==> config.mk <==
export PLATFORM = sky130hd
export DESIGN_NAME = updown_counter_param
export DESIGN_NICKNAME = d
export VERILOG_FILES = /design/src/rtl/updown_counter_param.sv
export SDC_FILE = /design/constraint.sdc
export NUM_CORES = 1
export LEC_CHECK = 0
export BUFFER_PORTS_ARGS = -buffer_cell sky130_fd_sc_hd__buf_4
export CAP_MARGIN = 10
export CELL_PAD_IN_SITES_DETAIL_PLACEMENT = 1
export CELL_PAD_IN_SITES_GLOBAL_PLACEMENT = 2
export CORE_MARGIN = 5
export CORE_UTILIZATION = 28
export CTS_CLUSTER_DIAMETER = 30
export DETAILED_ROUTE_END_ITERATION = 8
export PLACE_DENSITY = 0.76
export RECOVER_POWER = 25
export SLEW_MARGIN = 15
export SYNTH_ARGS = -nofsm -noshare
export SYNTH_HDL_FRONTEND = slang
export SYNTH_SLANG_ARGS = --single-unit
==> constraint.sdc <==
create_clock -name clk -period 2.25 [get_ports clk]
set_input_delay 0.45 -clock clk [delete_from_list [all_inputs] [get_ports clk]]
set_output_delay 0.45 -clock clk [all_outputs]
set_load 0.01 [all_outputs]
==> src/rtl/updown_counter_param.sv <==
// Parametrised up/down counter: enable, synchronous clamped load, wrap or saturate at limits,
// registered limit flags and wrap pulse; optional terminal-count pulse under UPDOWN_CNT_TC_EN.
module updown_counter_param #(
  parameter int WIDTH   = 4,
  parameter int MAX_VAL = 2**WIDTH-1,
  parameter int MIN_VAL = 0,
  parameter int STEP    = 1
) (
  input  logic             clk,
  input  logic             rst,
  input  logic             en,
  input  logic             dir,
  input  logic             sat_mode,
  input  logic             load,
  input  logic [WIDTH-1:0] load_val,
  output logic [WIDTH-1:0] count,
  output logic             at_max,
  output logic             at_min,
  output logic             wrap_pulse
`ifdef UPDOWN_CNT_TC_EN
  ,
  input  logic [WIDTH-1:0] tc_val,
  output logic             tc
`endif
);

  // All limit arithmetic is one bit wider than the count so sums never truncate.
  localparam logic [WIDTH:0] MAXV  = (WIDTH+1)'(MAX_VAL);
  localparam logic [WIDTH:0] MINV  = (WIDTH+1)'(MIN_VAL);
  localparam logic [WIDTH:0] STEPV = (WIDTH+1)'(STEP);
  localparam logic [WIDTH:0] ONE   = (WIDTH+1)'(1);
  localparam logic [WIDTH:0] DN_FLOOR = MINV + STEPV;

  logic [WIDTH:0] cur;
  logic [WIDTH:0] ld;
  logic [WIDTH:0] up_sum;
  logic [WIDTH:0] nxt;
  logic           wrap_nxt;
  logic           cnt_evt;

  always_comb begin
    cur      = {1'b0, count};
    ld       = {1'b0, load_val};
    up_sum   = cur + STEPV;
    nxt      = cur;
    wrap_nxt = 1'b0;
    cnt_evt  = 1'b0;
    if (load) begin
      if (ld > MAXV)      nxt = MAXV;
      else if (ld < MINV) nxt = MINV;
      else                nxt = ld;
    end else if (en) begin
      // An out-of-range count (only reachable after X-recovery) is pulled back first.
      if (cur > MAXV) begin
        nxt = MAXV;
      end else if (cur < MINV) begin
        nxt = MINV;
      end else if (dir) begin
        cnt_evt = 1'b1;
        if (up_sum <= MAXV) begin
          nxt = up_sum;
        end else if (sat_mode) begin
          nxt = MAXV;
        end else begin
          nxt      = MINV + (up_sum - MAXV - ONE);
          wrap_nxt = 1'b1;
        end
      end else begin
        cnt_evt = 1'b1;
        // count-STEP >= MIN_VAL rewritten as count >= MIN_VAL+STEP to stay unsigned.
        if (cur >= DN_FLOOR) begin
          nxt = cur - STEPV;
        end else if (sat_mode) begin
          nxt = MINV;
        end else begin
          nxt      = MAXV - (DN_FLOOR - cur - ONE);
          wrap_nxt = 1'b1;
        end
      end
    end
  end

  always_ff @(posedge clk) begin
    if (rst) begin
      count      <= MINV[WIDTH-1:0];
      at_max     <= 1'b0;
      at_min     <= 1'b1;
      wrap_pulse <= 1'b0;
    end else begin
      count      <= nxt[WIDTH-1:0];
      at_max     <= (nxt == MAXV);
      at_min     <= (nxt == MINV);
      wrap_pulse <= wrap_nxt;
    end
  end

`ifdef UPDOWN_CNT_TC_EN
  // Pulse only when counting moves the value onto tc_val; a held saturated value does not re-fire.
  always_ff @(posedge clk) begin
    if (rst) begin
      tc <= 1'b0;
    end else begin
      tc <= cnt_evt && (nxt[WIDTH-1:0] == tc_val) && (nxt != cur);
    end
  end
`endif

endmodule

==> flow_summary.json <==
{
  "outcome": "complete, no violations",
  "fin_crit_ns": 1.98,
  "cts-root-buf": "clkbuf_4",
  "reg2reg_to": "at_max",
  "setup_viol": 0,
  "ys_warn_count": 0,
  "die_w_um": 56.5,
  "cts_sinks": 7,
  "rows": 16,
  "hold_buffers": 0,
  "min_period_over_period": 0.882,
  "vias_per_cell": 5.42,
  "dieHeight_um": 56.5,
  "io_pins": 17,
  "place_congestion": 0.729,
  "drt_iter0_drc": 17,
  "holdPathEnd": "count[0]",
  "routed_wl_um": 1840,
  "ys_seq_area_frac": 0.231,
  "grt_pass1_vias": 672,
  "max-clock-path-buffers": 2,
  "clk_pin_slew_ns": 0.05,
  "clock.fmax_mhz": 504,
  "crit_slowest_cell": "dfxtp_2",
  "grt_pass1_wl_um": 3120,
  "synth_flop_cell": "dfxtp_1",
  "netlist_instances": 75,
  "ant_nets": 0,
  "intPower_w": 0.000265,
  "grt_max_degree": 13,
  "synthArstFlopShare": 0,
  "wire_per_inst_um": 15.3,
  "dp_hpwl_um": 1390,
  "power_frac_comb": 0.334,
  "drive_above_1_share": 0.269,
  "relSlewSlack": 0.713,
  "initial_core_util": 0.303,
  "synth_area_um2": 606,
  "start_kind": "flip-flop",
  "antenna_found_initial": 0,
  "cpLargestDelayFamily": "compound AO/OA/AOI/OAI gates",
  "seqPwrFrac": 0.367,
  "dieArea_um2": 3190,
  "syn_area_per_cell_um2": 8.07,
  "worstPathRequired_ns": 2.43,
  "drtPass1Iterations": 4,
  "r2r.worst_path.cells": 6,
  "cts_resized": 0,
  "overflow": 0,
  "syn_to_final_growth_pct": 25.4,
  "antennaDiodeCount": 0,
  "max_stage_delay_ns": 0.44,
  "cts_setup_buffers": 0,
  "grt_usage": 0.126,
  "core_um2": 2000,
  "ir_drop_v": 0.000220,
  "worstMarginPinSlew_ns": 0.420,
  "hold_class": "in2reg",
  "skew_ns": 0.00524,
  "rsz0062_at_grt": "false",
  "p_sw_w": 0.000135,
  "drc": 0,
  "crit_type": "reg2reg",
  "hold_viol_final": 0,
  "path_cells": "ha_1, and3_1, a31oi_1, a221oi_1, o211ai_1, nor4b_2",
  "yosys.cell_types.count": 38,
  "min_path_cells": 2,
  "min-delay-start": "rst",
  "powerDensity_nw_per_um2": 526,
  "cts_made_buffers": 3,
  "crit_path_end_kind": "flip-flop",
  "io_buffers": 16,
  "synth_seq_cells": 7,
  "crit_fanout": 12,
  "switching_share": 0.337,
  "slew_violations": 0,
  "clock_latency_ns": 0.26,
  "num_vias": 650,
  "cts_tree": "done",
  "critPathArrivalTime_ns": 2.16,
  "setup_tns_ns": 0,
  "synth_edf_count": 0,
  "maxCapViolations": 0,
  "p_leak_nw": 0.308,
  "rr_startpoint": "count[0]",
  "synth_nets": 89,
  "fin_nets": 108,
  "htreeDepth": 1,
  "power.share.clock": 0.299,
  "worst-path-buf-inv": 0,
  "hold_slack_ns": 0.387,
  "r2r_slack_ns": 0.27
}
## kinds of logic (layout without fill, tap and decap cells)
group,Yosys count,in the layout,synth area share
DFF,7,7,0.231
AOI/OAI and AO/OA,20,20,0.252
and+or+nand+nor,31,31,0.279
muxes,2,2,0.0351
xor gates and xnor gates,1,1,0.0145
adders and majority gates,5,5,0.0992
buffers and inverters,9,27,0.0888
## power by group through the flow
stage / combinational (W) / clock [W] / sequential [W]
floorplan: 0.0000887 / 0 / 0.000145
global placement: 0.000135 / 0 / 0.000148
detailed placement: 0.000135 / 0 / 0.000148
CTS: 0.000136 / 0.000125 / 0.000146
global route: 0.000149 / 0.000130 / 0.000148
finish: 0.000133 / 0.000119 / 0.000146
## worst max-delay path by stage
stage	start	end	slack, ns	cells past startpoint
6_report	count[0]	at_max	0.27	6
3_3_place_gp	count[0]	at_max	0.21	6
2_1_floorplan	count[1]	at_min	0.37	6
5_1_grt	count[0]	at_max	0.12	6
4_1_cts	count[0]	at_max	0.15	7
3_5_place_dp	count[0]	at_max	0.18	6
## synth_stat cells (2+ instances only)
| cell type | instances | area share |
|---|---|---|
| nor2_1 | 8 | 0.050 |
| dfxtp_1 | 7 | 0.23 |
| nor3_1 | 5 | 0.041 |
| ha_1 | 4 | 0.083 |
| inv_1 | 4 | 0.025 |
| a21oi_1 | 3 | 0.025 |
| a31oi_1 | 3 | 0.031 |
| nand2_1 | 3 | 0.019 |
| nand3_1 | 3 | 0.025 |
| nor2b_1 | 3 | 0.031 |
| a211oi_1 | 2 | 0.025 |
| buf_2 | 2 | 0.017 |
| nand2b_1 | 2 | 0.021 |
| nor4_1 | 2 | 0.021 |
## final cells by class
class,instances,area (um^2)
fillers,267,1240
inverters,4,15.0
well taps,27,33.8
multi-input cells,59,412
flip-flops and latches,7,141
clock buffers,4,26.3
repair buffers,19,131
## cell usage in the layout (no fill, tap or decap), types with 2 or more instances in the layout
cell type	instances
clkbuf_4	3
a21oi_1	3
dfxtp_1	6
nor3_1	5
nor2_1	8
nand3_1	3
buf_4	16
ha_1	4
clkbuf_1	4
nor2b_1	3
a31oi_1	3
a211oi_1	2
nor4_1	2
nand2_1	3
inv_1	4
nand2b_1	2
## flip-flops by register name, summed over array words and instances (netlist names)
register	cells
count	4
at_max	1
at_min	1
wrap_pulse	1
## layer usage
metal  track usage  vias up  part of all wire
met5             0        -                 0
met4        0.0610        0             0.024
met2         0.198       17              0.46
li1              -      320                 -
met1         0.155      308              0.47
met3        0.0367        5             0.049
## per-stage QoR
step                       util  instance area, um^2  power [W]  instances  worst slack (ns)
final                     0.379                  759   0.000399        120             0.266
after global routing      0.379                  759   0.000428        120             0.119
after CTS                 0.384                  769   0.000407        120             0.146
after detailed placement  0.371                  743   0.000284        116             0.177
after global placement    0.371                  743   0.000283        116             0.205
after floorplan               -                  606   0.000234         75             0.372
(Power assumes the default switching activity.)
